<file path="src/rtl/divider_if.sv">
// Controller-side bundle for the sequential divider: operands, start/clear
// handshake and results.
interface divider_if;
    localparam int unsigned W = 32;

    logic [W-1:0] dividend;
    logic [W-1:0] divisor;
    logic         op_start;
    logic         op_clear;
    logic [W-1:0] quotient;
    logic [W-1:0] remainder;
    logic         div_zero;
    logic         op_done;

    modport master (
        output dividend, divisor, op_start, op_clear,
        input  quotient, remainder, div_zero, op_done
    );

    modport slave (
        input  dividend, divisor, op_start, op_clear,
        output quotient, remainder, div_zero, op_done
    );
endinterface

</file>
<file path="src/rtl/divider.sv">
// Sequential unsigned 32-bit restoring divider, one quotient bit per clock.
// Shares the op_start / op_clear / op_done handshake with the shift-add multiplier.
module divider (
    input  logic      clk,
    input  logic      reset_n,
    divider_if.slave  bus
);
    localparam int unsigned W     = 32;
    localparam int unsigned CNT_W = $clog2(W);

    typedef enum logic [1:0] {
        IDLE   = 2'b00,
        EXEC   = 2'b01,
        DONE   = 2'b10,
        UNUSED = 2'b11
    } state_t;

    state_t           state_q, state_d;
    logic [W-1:0]     q_q, q_d;
    logic [W-1:0]     r_q, r_d;
    logic [W-1:0]     d_q, d_d;
    logic [CNT_W-1:0] cnt_q, cnt_d;
    logic             dz_q, dz_d;

    // Partial remainder shifted left with the next dividend bit, and trial subtraction.
    // The stored remainder never exceeds 32 bits, so bit 32 of the working value lives only here.
    logic [W:0]       rem_shift;
    logic [W:0]       trial;

    always_comb begin
        rem_shift = {r_q, q_q[W-1]};
        trial     = rem_shift - {1'b0, d_q};
    end

    // Next-state and datapath update; op_clear overrides every other request.
    always_comb begin
        state_d = state_q;
        q_d     = q_q;
        r_d     = r_q;
        d_d     = d_q;
        cnt_d   = cnt_q;
        dz_d    = dz_q;

        if (bus.op_clear) begin
            state_d = IDLE;
        end else begin
            case (state_q)
                IDLE: begin
                    if (bus.op_start) begin
                        state_d = EXEC;
                        q_d     = bus.dividend;
                        d_d     = bus.divisor;
                        r_d     = '0;
                        cnt_d   = '0;
                        dz_d    = (bus.divisor == '0);
                    end
                end
                EXEC: begin
                    if (!trial[W]) begin
                        r_d = trial[W-1:0];
                        q_d = {q_q[W-2:0], 1'b1};
                    end else begin
                        r_d = rem_shift[W-1:0];
                        q_d = {q_q[W-2:0], 1'b0};
                    end
                    cnt_d = cnt_q + CNT_W'(1);
                    if (cnt_q == CNT_W'(W-1)) begin
                        state_d = DONE;
                    end
                end
                DONE: begin
                    state_d = DONE;
                end
                default: begin
                    state_d = IDLE;
                end
            endcase
        end
    end

    always_ff @(posedge clk or negedge reset_n) begin
        if (!reset_n) begin
            state_q <= IDLE;
            q_q     <= '0;
            r_q     <= '0;
            d_q     <= '0;
            cnt_q   <= '0;
            dz_q    <= 1'b0;
        end else begin
            state_q <= state_d;
            q_q     <= q_d;
            r_q     <= r_d;
            d_q     <= d_d;
            cnt_q   <= cnt_d;
            dz_q    <= dz_d;
        end
    end

    // Results are exposed only in DONE so an aborted run never leaks a partial value.
    assign bus.op_done   = (state_q == DONE);
    assign bus.quotient  = (state_q == DONE) ? q_q  : '0;
    assign bus.remainder = (state_q == DONE) ? r_q  : '0;
    assign bus.div_zero  = (state_q == DONE) ? dz_q : 1'b0;
endmodule

</file>
<file path="src/flat_wrapper.sv">
// flat-port wrapper written by rule: the top's interface ports become plain ports
module divider_flat 
  (clk, reset_n, bus_dividend, bus_divisor, bus_op_start, bus_op_clear, bus_quotient, bus_remainder, bus_div_zero, bus_op_done);
  divider_if bus_i ();
  input  logic clk;
  input  logic reset_n;
  input wire logic [$bits(bus_i.dividend)-1:0] bus_dividend;
  input wire logic [$bits(bus_i.divisor)-1:0] bus_divisor;
  input wire logic [$bits(bus_i.op_start)-1:0] bus_op_start;
  input wire logic [$bits(bus_i.op_clear)-1:0] bus_op_clear;
  output wire logic [$bits(bus_i.quotient)-1:0] bus_quotient;
  output wire logic [$bits(bus_i.remainder)-1:0] bus_remainder;
  output wire logic [$bits(bus_i.div_zero)-1:0] bus_div_zero;
  output wire logic [$bits(bus_i.op_done)-1:0] bus_op_done;
  assign bus_i.dividend = bus_dividend;
  assign bus_i.divisor = bus_divisor;
  assign bus_i.op_start = bus_op_start;
  assign bus_i.op_clear = bus_op_clear;
  assign bus_quotient = bus_i.quotient;
  assign bus_remainder = bus_i.remainder;
  assign bus_div_zero = bus_i.div_zero;
  assign bus_op_done = bus_i.op_done;
  divider u_core (.clk(clk), .reset_n(reset_n), .bus(bus_i));
endmodule
</file>
<file path="config.mk">
export PLATFORM = sky130hd
export DESIGN_NAME = divider_flat
export DESIGN_NICKNAME = d
export VERILOG_FILES = /design/src/rtl/divider_if.sv /design/src/rtl/divider.sv /design/src/flat_wrapper.sv
export SDC_FILE = /design/constraint.sdc
export NUM_CORES = 1
export LEC_CHECK = 0
export CAP_MARGIN = 0
export CORE_ASPECT_RATIO = 0.8
export CORE_UTILIZATION = 53
export DETAILED_ROUTE_END_ITERATION = 10
export MAX_ROUTING_LAYER = met4
export PLACE_DENSITY = 0.88
export SLEW_MARGIN = 5
export SYNTH_ARGS = -nofsm -noshare
export SYNTH_HDL_FRONTEND = slang
export SYNTH_SLANG_ARGS = --single-unit
</file>
<file path="constraint.sdc">
create_clock -name clk -period 3.64 [get_ports clk]
set_clock_uncertainty 0.15 [all_clocks]
set_input_delay 0.546 -clock clk [delete_from_list [all_inputs] [get_ports clk]]
set_output_delay 0.546 -clock clk [all_outputs]
set_load 0.02 [all_outputs]
</file>
; ---- Word-level counts from Yosys, hierarchy flattened
; Index checks and enable logic that the tools add are counted.
[op_classes]
muxes = 15
n_bitwise = 1
addsub = 2
reduce_logical = 6
eq_ne = 6
[ops]
columns = cell, count
row1 = 2-to-1 mux 32 bit, 5
row2 = case mux 32 bit (2 select lines), 2
row3 = subtractor 33 x 32 -> 33 bit, 1
row4 = logical NOT 32 bit, 1
row5 = case mux 5 bit (2 select lines), 1
row6 = 2-to-1 mux 2 bit, 3
row7 = case mux 2 bit (3 select lines), 1
row8 = AND reduction 3 bit, 2
row9 = adder 5 x 1 -> 5 bit (second input constant), 1
row10 = equality test 5 bit (second input constant), 1
row11 = 2-to-1 mux 5 bit, 1
row12 = != test 3 x 2 -> 1 bit (second input constant), 1
row13 = != test 3 bit (second input constant), 1
row14 = equality test 2 x 1 -> 1 bit (second input constant), 1
row15 = equality test 2 bit (second input constant), 1
row16 = logical NOT 2 bit, 1
row17 = 2-to-1 mux 1 bit, 2
row18 = != test 2 bit (second input constant), 1
row19 = AND reduction 2 bit, 1
row20 = nonzero test 2 bit, 1
row21 = inverter 1 bit, 1
[totals]
regBits = 104
output_inout_bits = 66

; ---- Longest topological paths before layout
[depth]
word_depth = 4
depth_mapped = 14

; ---- Least setup slack after synthesis
; No wires, ideal clock.
[synth_timing]
kind = reg2reg
startpoint = register u_core.q_q[31]
endpoint = register u_core.r_q[31]
period_less_slack_ps = 2694
n_path_buf = 2
setup_slack_ps = 946
setup_time_ps = 128
arrival_time_ps = 2415
path_stages_with_launch = 15
path_cell_list = dfrtp_1 > inv_1 > ha_1 > fa_1 > nand2b_1 > a21oi_1 > o21a_1 > o21ai_1 > nand4_1 > nand2_1 > xnor2_2 > buf_6 > buf_4 > a2bb2oi_1 > o21ai_0
[synth_via]
elab_chain_len = 3
[synth_lines]
columns = element, line_no
row1 = from (decl), divider.sv:19  ; logic [W-1:0] q_q, q_d;
row2 = from (signal assigned), divider.sv:91  ; q_q <= q_d;
row3 = subtractor 33 x 32 -> 33 bit, divider.sv:32  ; trial = rem_shift - {1'b0, d_q};
row4 = 2-to-1 mux 32 bit, divider.sv:59  ; if (!trial[W]) begin
row5 = case mux 32 bit (2 select lines), divider.sv:47  ; case (state_q)
row6 = to (signal assigned), divider.sv:92  ; r_q <= r_d;
row7 = to (decl), divider.sv:20  ; logic [W-1:0] r_q, r_d;
; No other way between the ends.
; A chain may end at the register's enable or synchronous reset.

; ---- Final worst setup path
[layout_timing]
startpoint = register u_core.q_q[31]
endpoint = register u_core.r_q[17]
; The elaborated chain is that of the path after synthesis.

==> impl_metrics.env <==
export IMPL_status="completed"
export IMPL_firstDrtPassIters=5
export IMPL_antenna_found_initial=0
export IMPL_port_buffer_count=133
export IMPL_coreArea_um2=12500
export IMPL_nNetsFinal=973
export IMPL_final_util_pct=69.5
export IMPL_yosysUniqueCellTypes=67
export IMPL_die_area_um2=13600
export IMPL_critPathMaxFanout=14
export IMPL_setup_tns_ns=0
export IMPL_synth_seq_cells=104
export IMPL_syn_instance_count=751
export IMPL_num_antenna_cells=0
export IMPL_cts_root_buf="clkbuf_16"
export IMPL_synth_top_area_share_pct=37.5
export IMPL_die_y_um=104
export IMPL_fmax_mhz=299
export IMPL_cts_setup_buffers=0
export IMPL_setup_violations_final=0
export IMPL_clock_path_buffers=2
export IMPL_numClockSinks=104
export IMPL_synth_common_cells="dfrtp_1, nand2_1, and2_1"
export IMPL_final_cells=1043
export IMPL_setup_ws_ns=0.292
export IMPL_drtAntennaViolNets=0
export IMPL_worstPathCellList="inv_1, ha_1, fa_1, nand2b_1, a21oi_1, o21a_1, o21ai_1, nand4_1, nand2_1, xnor2_4, buf_4, mux2i_1, o21ai_0"
export IMPL_required_ns=3.72
export IMPL_async_reset_ff_share_pct=100
export IMPL_avgSynthCellArea_um2=9.24
export IMPL_routabilityCongestion=0.943
export IMPL_routed_via_count=5864
export IMPL_dp_cells=1027
export IMPL_seq_area_frac_synth_pct=37.5
export IMPL_ys_top_cells_by_area="dfrtp_1, mux2i_1, ha_1, and2_1, mux2_2"
export IMPL_wl_per_cell_um=16.3
export IMPL_grt_max_degree=61
export IMPL_dp_hpwl_um=12600
export IMPL_r2r_cells=13
export IMPL_io_pins=134
export IMPL_leakage_nw=3.74
export IMPL_syn_nets=857
export IMPL_postCtsResizedCells=0
export IMPL_drv_slew=0
export IMPL_cpPeakStageDelay_ns=0.41
export IMPL_synth_edf_count=0
export IMPL_hold_viol=0
export IMPL_grt_use_total_pct=27.3
export IMPL_design_area_um2=8670
export IMPL_drv_cap=0
export IMPL_critPathLaunchType="flip-flop"
export IMPL_grt_setup_unrepaired="no"
export IMPL_ys_warn_count=0
export IMPL_first_iter_violations=380
export IMPL_grt_pass1_vias=5818
export IMPL_area_delta_synth_final_pct=25.0
export IMPL_post_route_period_util_pct=92.0
export IMPL_die_width_um=130
export IMPL_numCtsBuffers=9
export IMPL_via_per_inst=5.62
export IMPL_rows=36
export IMPL_synth_most_common_cell="dfrtp_1"
export IMPL_synth_area_leader_cell="dfrtp_1"
export IMPL_place_ws_ns=0.382
export IMPL_setup_worst_path_class="flip-flop to flip-flop"
export IMPL_synth_area_um2=6940
export IMPL_cp_slowest_cell="fa_1"
export IMPL_min_path_type="input port to asynchronous set/reset pin"
export IMPL_overflow=0
export IMPL_cp_end_kind="flip-flop"
export IMPL_start_util_pct=55.6
export IMPL_tightestPinTransition_ns=0.801
export IMPL_holdWs_ns=0.0410
export IMPL_postRouteWirelength_um=17000
export IMPL_cts_tree="built"
export IMPL_clk_latency_ns=0.36
export IMPL_clk_pin_slew_ns=0.08
export IMPL_layout_drive_gt1_share_pct=8.72
export IMPL_dpl_instance_area_um2=8360
export IMPL_total_power_mw=4.31
export IMPL_postCtsHoldBufs=0
export IMPL_grt_pass1_wl_um=28400
export IMPL_h_tree_depth=3
export IMPL_slew_headroom_pct=46.6
export IMPL_fin_crit_ns=3.35
export IMPL_vdd_drop_max_mv=0.315
export IMPL_synth_ff_type="dfrtp_1"
export IMPL_power_density_nw_per_um2=498
export IMPL_arrival_ns=3.43
export IMPL_drc=0
## flip-flops by register name, summed over array words and instances (netlist names)
register        cells
u_core.d_q         32
u_core.q_q         32
u_core.r_q         32
u_core.cnt_q        5
u_core.state_q      2
u_core.dz_q         1
## power breakdown
group,internal (mW),total (mW),switching (mW)
Combinational,0.713,1.58,0.871
Sequential,1.49,1.72,0.231
Clock,0.541,1.01,0.471
Total,2.74,4.31,1.57
## layer usage
layer	global-route usage, %	wire length, um	up-vias
li1	-	-	2830
met4	7.23	303	0
met3	4.48	918	20
met5	-	0	-
met2	42.6	7910	199
met1	36.7	7920	2815
## cell families after synthesis
kind of cell    synth area share, %
simple gates                   18.0
compound gates                 14.7
xor+xnor                       3.90
flops                          37.5
buf+inv                        5.36
fa+ha+maj                      6.96
mux                            13.6
## worst max-delay path: cells and delay by family (launching register included)
family / cells / cell delay, ns
XOR/XNOR: 1 / 0.39
buffers and inverters: 2 / 0.39
flip-flops: 1 / 0.37
adder cells (fa/ha/maj): 2 / 0.61
AND/OR/NAND/NOR: 3 / 0.41
AO/OA/AOI/OAI: 4 / 0.66
multiplexers: 1 / 0.22
## path summary, 6_finish.rpt
check                                from             end  slack, ns
setup / recovery           u_core.q_q[31]  u_core.r_q[17]       0.29
max in group asynchronous         reset_n  u_core.d_q[15]       2.45
setup reg to reg           u_core.q_q[31]  u_core.r_q[17]       0.29
hold / removal                    reset_n   u_core.d_q[3]       0.04
min in group clk           u_core.q_q[23]  u_core.q_q[23]       0.35
hold reg to reg            u_core.q_q[23]  u_core.q_q[23]       0.35
## cell usage in the layout (no fill, tap or decap), types with 5 or more instances in the layout
cell type and n:
a21oi_1 30, a31oi_1 5, and2_1 68, buf_4 12
clkbuf_16 9, clkdlybuf4s50_1 132, dfrtp_1 104, ha_1 35
inv_1 41, mux2_2 32, mux2i_1 58, nand2_1 93
nand2b_1 5, nand3_1 8, nand3b_1 5, nand4_1 8
nor2_1 23, nor2b_1 9, nor4_1 8, o211ai_1 6
o21a_1 7, o21ai_0 68, o21ai_1 11, xnor2_1 20
xor2_1 9
## cell type report
cell class | count | area, um^2
clock buffer | 9 | 225
clock inverter | 7 | 81.3
fill | 971 | 3810
inverter | 41 | 154
multi-input combinational | 567 | 3980
sequential | 104 | 2600
tap | 171 | 214
timing repair buffer | 144 | 1410
Power figures use the tool's default switching activity.
